## src/rtl/cnter_pkg.sv

```systemverilog
// Shared constants for the counter bank.
// Mode encodings and per-channel reset defaults.
package cnter_pkg;

  localparam logic SAT_WRAP = 1'b0;
  localparam logic SAT_SAT  = 1'b1;

  // Truncated to WIDTH where used.
  localparam logic [31:0] LIMIT_RST = '1;
  localparam int          STEP_RST  = 1;

endpackage

```

## src/rtl/cnter_ch.sv

```systemverilog
// One counter channel: count, limit, step and mode registers.
// Ports: cfg_*, wrt/din load, ev count event -> data, wrap_now, at_limit.
module cnter_ch
  import cnter_pkg::*;
#(
  parameter int WIDTH = 5
) (
  input  logic             clk,
  input  logic             reset,
  input  logic             cfg_wr,
  input  logic [WIDTH-1:0] cfg_limit,
  input  logic [WIDTH-1:0] cfg_step,
  input  logic             cfg_sat,
  input  logic             wrt,
  input  logic [WIDTH-1:0] din,
  input  logic             ev,
  output logic [WIDTH-1:0] data,
  output logic             wrap_now,
  output logic             at_limit
);

  logic [WIDTH-1:0] limit;
  logic [WIDTH-1:0] step;
  logic             sat;
  logic [WIDTH:0]   sum;
  logic             over;
  logic [WIDTH-1:0] nxt;

  always_comb begin
    sum      = {1'b0, data} + {1'b0, step};
    over     = sum > {1'b0, limit};
    nxt      = data;
    wrap_now = 1'b0;
    if (ev) begin
      if (!over) begin
        nxt = sum[WIDTH-1:0];
      end else if (sat == SAT_SAT) begin
        // Pulse only on reaching saturation, not while held there.
        nxt      = limit;
        wrap_now = (data != limit);
      end else begin
        nxt      = '0;
        wrap_now = 1'b1;
      end
    end
    // A load wins over the event, so nothing ripples downstream.
    if (wrt) wrap_now = 1'b0;
  end

  assign at_limit = (data == limit);

  always_ff @(posedge clk) begin
    if (reset)    data <= '0;
    else if (wrt) data <= din;
    else          data <= nxt;
  end

  always_ff @(posedge clk) begin
    if (reset) begin
      limit <= LIMIT_RST[WIDTH-1:0];
      step  <= WIDTH'(STEP_RST);
      sat   <= SAT_WRAP;
    end else if (cfg_wr) begin
      limit <= cfg_limit;
      step  <= cfg_step;
      sat   <= cfg_sat;
    end
  end

endmodule

```

## src/rtl/cnter_bank.sv

```systemverilog
// Bank of NUM_CH chainable loadable counters.
// Ports: cfg_* config write, chain_en, wrt/dataIn load, cnt -> dataOut, at_limit, wrap.
module cnter_bank
  import cnter_pkg::*;
#(
  parameter int WIDTH  = 5,
  parameter int NUM_CH = 4,
  parameter int CH_W   = (NUM_CH > 1) ? $clog2(NUM_CH) : 1
) (
  input  logic                    clk,
  input  logic                    reset,
  input  logic                    cfg_wrt,
  input  logic [CH_W-1:0]         cfg_ch,
  input  logic [WIDTH-1:0]        cfg_limit,
  input  logic [WIDTH-1:0]        cfg_step,
  input  logic                    cfg_sat,
  input  logic [NUM_CH-1:0]       chain_en,
  input  logic [NUM_CH-1:0]       wrt,
  input  logic [NUM_CH*WIDTH-1:0] dataIn,
  input  logic [NUM_CH-1:0]       cnt,
  output logic [NUM_CH*WIDTH-1:0] dataOut,
  output logic [NUM_CH-1:0]       at_limit,
  output logic [NUM_CH-1:0]       wrap
);

  logic [NUM_CH-1:0] wrap_now;
  logic              unused_chain0;

  // Channel 0 has no predecessor to chain from.
  assign unused_chain0 = chain_en[0];

  for (genvar i = 0; i < NUM_CH; i++) begin : g_ch
    logic ev;
    logic wn;
    logic cfg_hit;

    if (i == 0) begin : g_head
      assign ev = cnt[0];
    end else begin : g_link
      // Ripples through every channel within one cycle.
      assign ev = chain_en[i] ? g_ch[i-1].wn : cnt[i];
    end

    assign cfg_hit = cfg_wrt &&
                     ({1'b0, cfg_ch} == (CH_W+1)'(i));

    cnter_ch #(
      .WIDTH(WIDTH)
    ) u_ch (
      .clk      (clk),
      .reset    (reset),
      .cfg_wr   (cfg_hit),
      .cfg_limit(cfg_limit),
      .cfg_step (cfg_step),
      .cfg_sat  (cfg_sat),
      .wrt      (wrt[i]),
      .din      (dataIn[i*WIDTH +: WIDTH]),
      .ev       (ev),
      .data     (dataOut[i*WIDTH +: WIDTH]),
      .wrap_now (wn),
      .at_limit (at_limit[i])
    );

    assign wrap_now[i] = wn;
  end

  always_ff @(posedge clk) begin
    if (reset) wrap <= '0;
    else       wrap <= wrap_now;
  end

endmodule
```

## config.mk

```make
export PLATFORM = sky130hd
export DESIGN_NAME = cnter_bank
export DESIGN_NICKNAME = d
export VERILOG_FILES = /design/src/rtl/cnter_pkg.sv /design/src/rtl/cnter_ch.sv /design/src/rtl/cnter_bank.sv
export SDC_FILE = /design/constraint.sdc
export NUM_CORES = 1
export LEC_CHECK = 0
export ABC_AREA = 1
export CAP_MARGIN = 5
export CORE_ASPECT_RATIO = 0.8
export CORE_MARGIN = 4
export CORE_UTILIZATION = 25
export DETAILED_ROUTE_END_ITERATION = 8
export PLACE_DENSITY = 0.44
export SKIP_CTS_REPAIR_TIMING = 1
export SYNTH_ARGS = -nofsm -noshare
export SYNTH_HDL_FRONTEND = slang
export SYNTH_SLANG_ARGS = --single-unit
```

## constraint.sdc

```tcl
create_clock -name clk -period 5.6 [get_ports clk]
set_clock_uncertainty 0.1 [all_clocks]
set_input_delay 0.56 -clock clk [delete_from_list [all_inputs] [get_ports clk]]
set_output_delay 0.56 -clock clk [all_outputs]
set_load 0.01 [all_outputs]
```

==> reports/metrics.cfg, run 1 <==
[grt]
overflow=0
grt_pass1_vias=4061
grt_pass1_wl_um=21500
grt_max_degree=29
antenna_found_initial=0
grt_usage=0.138

[critical_path]
cp_top_family=simple AND/OR/NAND/NOR gates
cp.required_ps=5730
crit_top_cell=nand2_1
start_kind=flip-flop
crit_path_end_kind=flip-flop
critPathKind=flip-flop to flip-flop
crit_arrival_ps=3380
critical_path.startpoint=g_ch[0].u_ch.data[0]
path_buf_inv=1
path_cells=ha_1 -> fa_1 -> xor2_1 -> ha_1 -> nand2_1 -> inv_1 -> nand2_1 -> nand2_1 -> nand2_1 -> nand2_1 -> nand2_1 -> nand2_1 -> nand2_2 -> nand2_2 -> nand4_4 -> nand2_4 -> nand3_4 -> nand3_4 -> nand2_1 -> nand2_1 -> nor2_2
cp_slowest_cell=fa_1
cp_max_fo=11
critical-path-max-stage-delay_ps=420
r2r-start=g_ch[0].u_ch.data[0]

[finish]
antenna_cells=0
final_cells=901
nFillCells=1798
area_growth_pct=28.6
drive_gt1_frac=0.0764
layout.nets=768
utilization=0.333

[synthesis]
synth.distinct_cells=39
syn_inst=605
seq_area_frac_synth=0.313
syn_avg_cell_area_um2=7.19
ys_warn_count=0
synth_seq_cells=68
syn-num-nets=697
synth_area_mm2=0.00435

[sta]
setup_viol=0
rsz0062_at_grt=false
hold_violations=0
min_period_ps=3250
setup-tns-final_ps=0
max_clock_freq_mhz=308
maxSlewViolCount=0
fin_crit_sh=0.580
worstMarginPinSlew_ps=926
maxSlewHeadroom=0.379

[run]
drv_cap=0

[route]
drc_errors=0
detail_route.wl_per_cell_um=14.4
via_count=4106
routed_wl_um=13000
vias_per_cell=4.56
first_iter_violations=222
route.antenna.remaining_nets=0
dr.pass1.iters=4

[place]
gp_congestion=0.853
dp.cells=885
dp_hpwl_um=10200
port_buffers=74

[cts]
numCtsBuffers=9
htreeDepth=3
cts_root_buf=clkbuf_16
worstSkewPairLatency_ps=340
clk_pin_slew_worst_paths_ps=60
cts.sinks=68
cts_tree=yes
clk_path_buf_depth=2

[power_and_ir_drop]
p_leak_nw=2.59
p_per_area_mw_per_mm2=259
vdd.ir_drop.worst_v=0.000137

[worst_hold_path]
hold_path.class=flip-flop to flip-flop
hp-start=g_ch[0].u_ch.step[0]

[die]
die_height_um=126
die-area_mm2=0.0196
rows=42
start_util=0.259
io_pins=76
core_area_mm2=0.0168
die_x_um=155

[outcome]
status=completed

-- worst paths after layout --
| path | to | slack [ps] | depth (start not counted) |
|---|---|---|---|
| setup / recovery | g_ch[3].u_ch.data[0] | 2350 | 21 |
| hold / removal | g_ch[0].u_ch.step[0] | 370 | 2 |
| setup reg to reg | g_ch[3].u_ch.data[0] | 2350 | 21 |
| hold reg to reg | g_ch[0].u_ch.step[0] | 370 | 2 |
-- sequential cells by signal, summed over array words and instances (netlist names) --
name,count
g_ch.u_ch.data,20
g_ch.u_ch.limit,20
g_ch.u_ch.sat,4
g_ch.u_ch.step,20
wrap,4
-- layout by cell type, fill, tap and decap left out, types with 2 or more instances in the layout --
master           count
nand2_1            125
clkdlybuf4s50_1     74
dfxtp_1             68
inv_1               67
o21ai_0             59
nor2_1              56
ha_1                40
a21oi_1             37
nand3_1             28
o211ai_1            23
a31oi_1             10
xor2_1               9
xnor2_1              9
clkbuf_16            9
inv_2                6
nor2_2               6
nand4_1              5
nand2_2              5
a21oi_2              4
nor3_1               4
fa_1                 4
buf_4                4
clkinv_2             3
o22ai_1              2
o21ai_1              2
or2_2                2
nor3_2               2
nand3_4              2
clkinv_4             2
-- cells in the mapped netlist, drive strengths merged --
| cell | instances | area [um2] |
|---|---|---|
| and3 | 1 | 6.26 |
| or2 | 2 | 12.5 |
| a31oi | 10 | 62.6 |
| ha | 40 | 500 |
| nor3 | 6 | 35.0 |
| buf | 7 | 43.8 |
| xor2 | 9 | 78.8 |
| a21oi | 41 | 220 |
| o21ai | 61 | 305 |
| nor2 | 63 | 259 |
| inv | 74 | 278 |
| nand2 | 131 | 512 |
| nor3b | 1 | 7.51 |
| a21o | 1 | 7.51 |
| o21bai | 1 | 7.51 |
| o211ai | 23 | 173 |
| dfxtp | 68 | 1360 |
| o22ai | 2 | 12.5 |
| clkbuf | 11 | 41.3 |
| nand4 | 6 | 52.6 |
| nor4 | 1 | 12.5 |
| xnor2 | 9 | 78.8 |
| a211oi | 1 | 7.51 |
| nand3 | 31 | 185 |
| mux2i | 1 | 10.0 |
| fa | 4 | 80.1 |
-- metal layers --
metal,up-vias,wire length [um],track usage
met5,-,0,0
met4,0,126,0.0324
met3,9,592,0.0398
met2,75,5550,0.206
met1,1867,6720,0.197
li1,2155,-,-
-- final cells by class --
cell class / instances / area (um2) / share of cell area
clock buffer: 10 / 239 / 0.0427
clock inverter: 6 / 40.0 / 0.00716
timing repair buffer: 78 / 771 / 0.138
tap: 220 / 275 / 0.0492
inverter: 74 / 278 / 0.0496
sequential: 68 / 1360 / 0.243
multi-input combinational: 445 / 2630 / 0.470
-- stage by stage --
step / hold WS, ps / setup WS, ps / power [mW] / instance area (um2)
floorplan: 333 / 2880 / 0.779 / 4350
global placement: 363 / 2270 / 0.916 / 5320
detailed placement: 370 / 2240 / 0.921 / 5320
CTS: 385 / 2350 / 1.47 / 5600
global route: 430 / 2070 / 1.55 / 5600
finish: 375 / 2350 / 1.45 / 5600
-- cell families (layout without fill, tap and decap cells) --
logic type,after synthesis,in the layout,synth area share
AO/OA/AOI/OAI,140,140,0.183
XOR/XNOR,18,18,0.0362
adder cells (fa/ha/maj),44,44,0.133
buffers and inverters,92,168,0.0834
flip-flops,68,68,0.313
multiplexers,1,1,0.00230
AND/OR/NAND/NOR,242,242,0.249
-- tightest hold or removal path, stage by stage (launching register included) --
cell and delay (ps):
dfxtp_1 340, nand2_1 60, nand3_1 50
-- power breakdown --
group	switching, mW	internal (mW)	leakage [nW]
logic	0.198	0.158	1.89
clock network	0.229	0.311	0.138
registers	0.0390	0.515	0.559
total	0.465	0.984	2.59
Note: power is estimated with default switching activity, not from simulation.
==> run 2, diff against run 1 <==
==> constraint.sdc (replaced) <==
create_clock -name clk -period 3.1 [get_ports clk]
set_clock_uncertainty 0.1 [all_clocks]
set_input_delay 0.31 -clock clk [delete_from_list [all_inputs] [get_ports clk]]
set_output_delay 0.31 -clock clk [all_outputs]
set_load 0.01 [all_outputs]
==> reports/metrics.cfg, run 2 (synthesis gave the netlist of run 1 again) <==
[outcome]
status=completed

[cts]
worstSkewPairLatency_ps=340  ; about the same
clk_pin_slew_worst_paths_ps=60  ; about the same
numCtsBuffers=9  ; unchanged
clk_path_buf_depth=2  ; unchanged
cts_root_buf=clkbuf_16
cts_tree=yes
htreeDepth=3  ; unchanged
cts.sinks=68  ; unchanged

[sta]
min_period_ps=2940  ; -309 ps
setup_viol=0  ; unchanged
maxSlewViolCount=0  ; unchanged
worstMarginPinSlew_ps=560  ; -366 ps
max_clock_freq_mhz=341  ; +11%
timing.hold.ws_ps=373  ; -2.05 ps
maxSlewHeadroom=0.627  ; +0.248
fin_crit_sh=0.947  ; +0.368
hold_violations=0  ; unchanged

[grt]
antenna_found_initial=0  ; unchanged
overflow=0  ; unchanged
grt_usage=0.143  ; +0.00517
grt_max_degree=53  ; +83%
grt_pass1_vias=4216  ; +3.8%
grt_pass1_wl_um=22200  ; +3.6%

[route]
dr.pass1.iters=4  ; unchanged
vias_per_cell=4.62  ; +1.5%
detail_route.wl_per_cell_um=15.2  ; +5.2%
via_count=4250  ; +3.5%
route.antenna.remaining_nets=0  ; unchanged
drc_errors=0  ; unchanged
routed_wl_um=13900  ; +7.3%
first_iter_violations=236  ; +6.3%

[finish]
seqCellArea_mm2=0.00137  ; +0.74%
layout.nets=787  ; +2.5%
utilization=0.351  ; +0.0181
multi_input_area_mm2=0.00277  ; +5.1%
final_cells=919  ; +2.0%
final_common_cell=nand2_1
mostFrequentLayoutCells=123 x nand2_1, 74 x clkdlybuf4s50_1, 67 x inv_1
drive_gt1_frac=0.130  ; +0.0538
antenna_cells=0  ; unchanged
nFillCells=1818  ; +1.1%
area_growth_pct=35.6
reg.largest.list=g_ch.u_ch.data x20, g_ch.u_ch.limit x20, g_ch.u_ch.step x20

[power_and_ir_drop]
power.total_mw=2.82  ; +94%
p_leak_nw=2.70  ; +4.4%
vdd.ir_drop.worst_v=0.000237  ; +73%
p_per_area_mw_per_mm2=477  ; +84%

[critical_path]
cp.required_ps=3240  ; -2490 ps
worstRegToRegCells=21  ; unchanged
cp_slowest_cell=dfxtp_2
start_kind=flip-flop
critPathKind=flip-flop to flip-flop
crit_top_cell=nand2_1
cp_max_fo=5  ; -6
regToRegEndpoint=g_ch[3].u_ch.data[2]
r2r-start=g_ch[1].u_ch.data[2]
crit_path_end_kind=flip-flop
crit_arrival_ps=3080  ; -300 ps
critical-path-max-stage-delay_ps=330  ; -90 ps
r2r_slack_ps=160  ; -2190 ps
path_cells=ha_4 -> nand2_4 -> o21ai_2 -> xor2_1 -> inv_1 -> ha_4 -> nand2_1 -> inv_2 -> nand2_1 -> nand2_1 -> nand2_1 -> nand2_1 -> nand2_2 -> a21oi_4 -> nand4_4 -> nand2_4 -> nand3_4 -> nand3_4 -> nand2_1 -> nand2_1 -> nor2_2

[place]
port_buffers=74  ; unchanged
gp_congestion=0.857  ; +0.45%
dp.cells=898  ; +1.5%
dp_hpwl_um=10400  ; +2.3%

[die]
core_area_mm2=0.0168  ; unchanged
die_height_um=126  ; unchanged
die_x_um=155  ; unchanged
io_pins=76  ; unchanged
rows=42  ; unchanged
start_util=0.259  ; unchanged
die-area_mm2=0.0196  ; unchanged

[run]
drv_cap=0  ; unchanged

[worst_hold_path]
hp-start=g_ch[1].u_ch.step[0]
hold_path.class=flip-flop to flip-flop
hold_end=g_ch[1].u_ch.step[0]
min_delay_path_depth=2  ; unchanged

-- run 2: where the power goes --
| group | switching (mW) | internal [mW] |
|---|---|---|
| Combinational | 0.402 | 0.335 |
| Clock | 0.397 | 0.685 |
| Sequential | 0.0620 | 0.933 |
-- run 2: layout make-up --
type / count / area share
multi-input cells: 446 / 0.469
flip-flops and latches: 68 / 0.232
clock buffers: 14 / 0.0464
inverters: 74 / 0.0471
well taps: 220 / 0.0467
clock inverters: 1 / 0.00509
repair buffers: 96 / 0.154
-- run 2: per-layer routing --
metal  wire, um  up-vias  track usage
li1           -     2192            -
met1       7010     1956        0.201
met2       6020       83        0.214
met3        690       19       0.0370
met4        230        0       0.0479
met5          0        -            0
-- run 2: metrics by stage --
step	TNS, ps	setup WS (ps)	instance area (um2)
after detailed placement	0	40.4	5410
after floorplan	0	383	4350
after global routing	-39.8	-15.3	5900
final	0	164	5900
after CTS	0	22.3	5710
after global placement	0	111	5410
-- run 2: worst max path at each step --
stage / slack, ps / from / depth (start not counted) / endpoint
CTS: 20 / g_ch[1].u_ch.data[2] / 21 / g_ch[3].u_ch.data[2]
global placement: 110 / g_ch[1].u_ch.data[2] / 21 / g_ch[3].u_ch.data[0]
detailed placement: 40 / g_ch[1].u_ch.data[2] / 21 / g_ch[3].u_ch.data[2]
finish: 160 / g_ch[1].u_ch.data[2] / 21 / g_ch[3].u_ch.data[2]
global route: -20 / g_ch[0].u_ch.step[1] / 22 / g_ch[3].u_ch.data[1]
floorplan: 380 / g_ch[2].u_ch.data[0] / 16 / g_ch[3].u_ch.data[0]
-- run 2: worst max-delay path, delay by kind of cell, from the launching register on --
family	cells	cell delay, ps
simple gates	14	1080
fa+ha+maj	2	590
flops	1	330
compound gates	2	330
xor+xnor	1	220
buf+inv	2	160
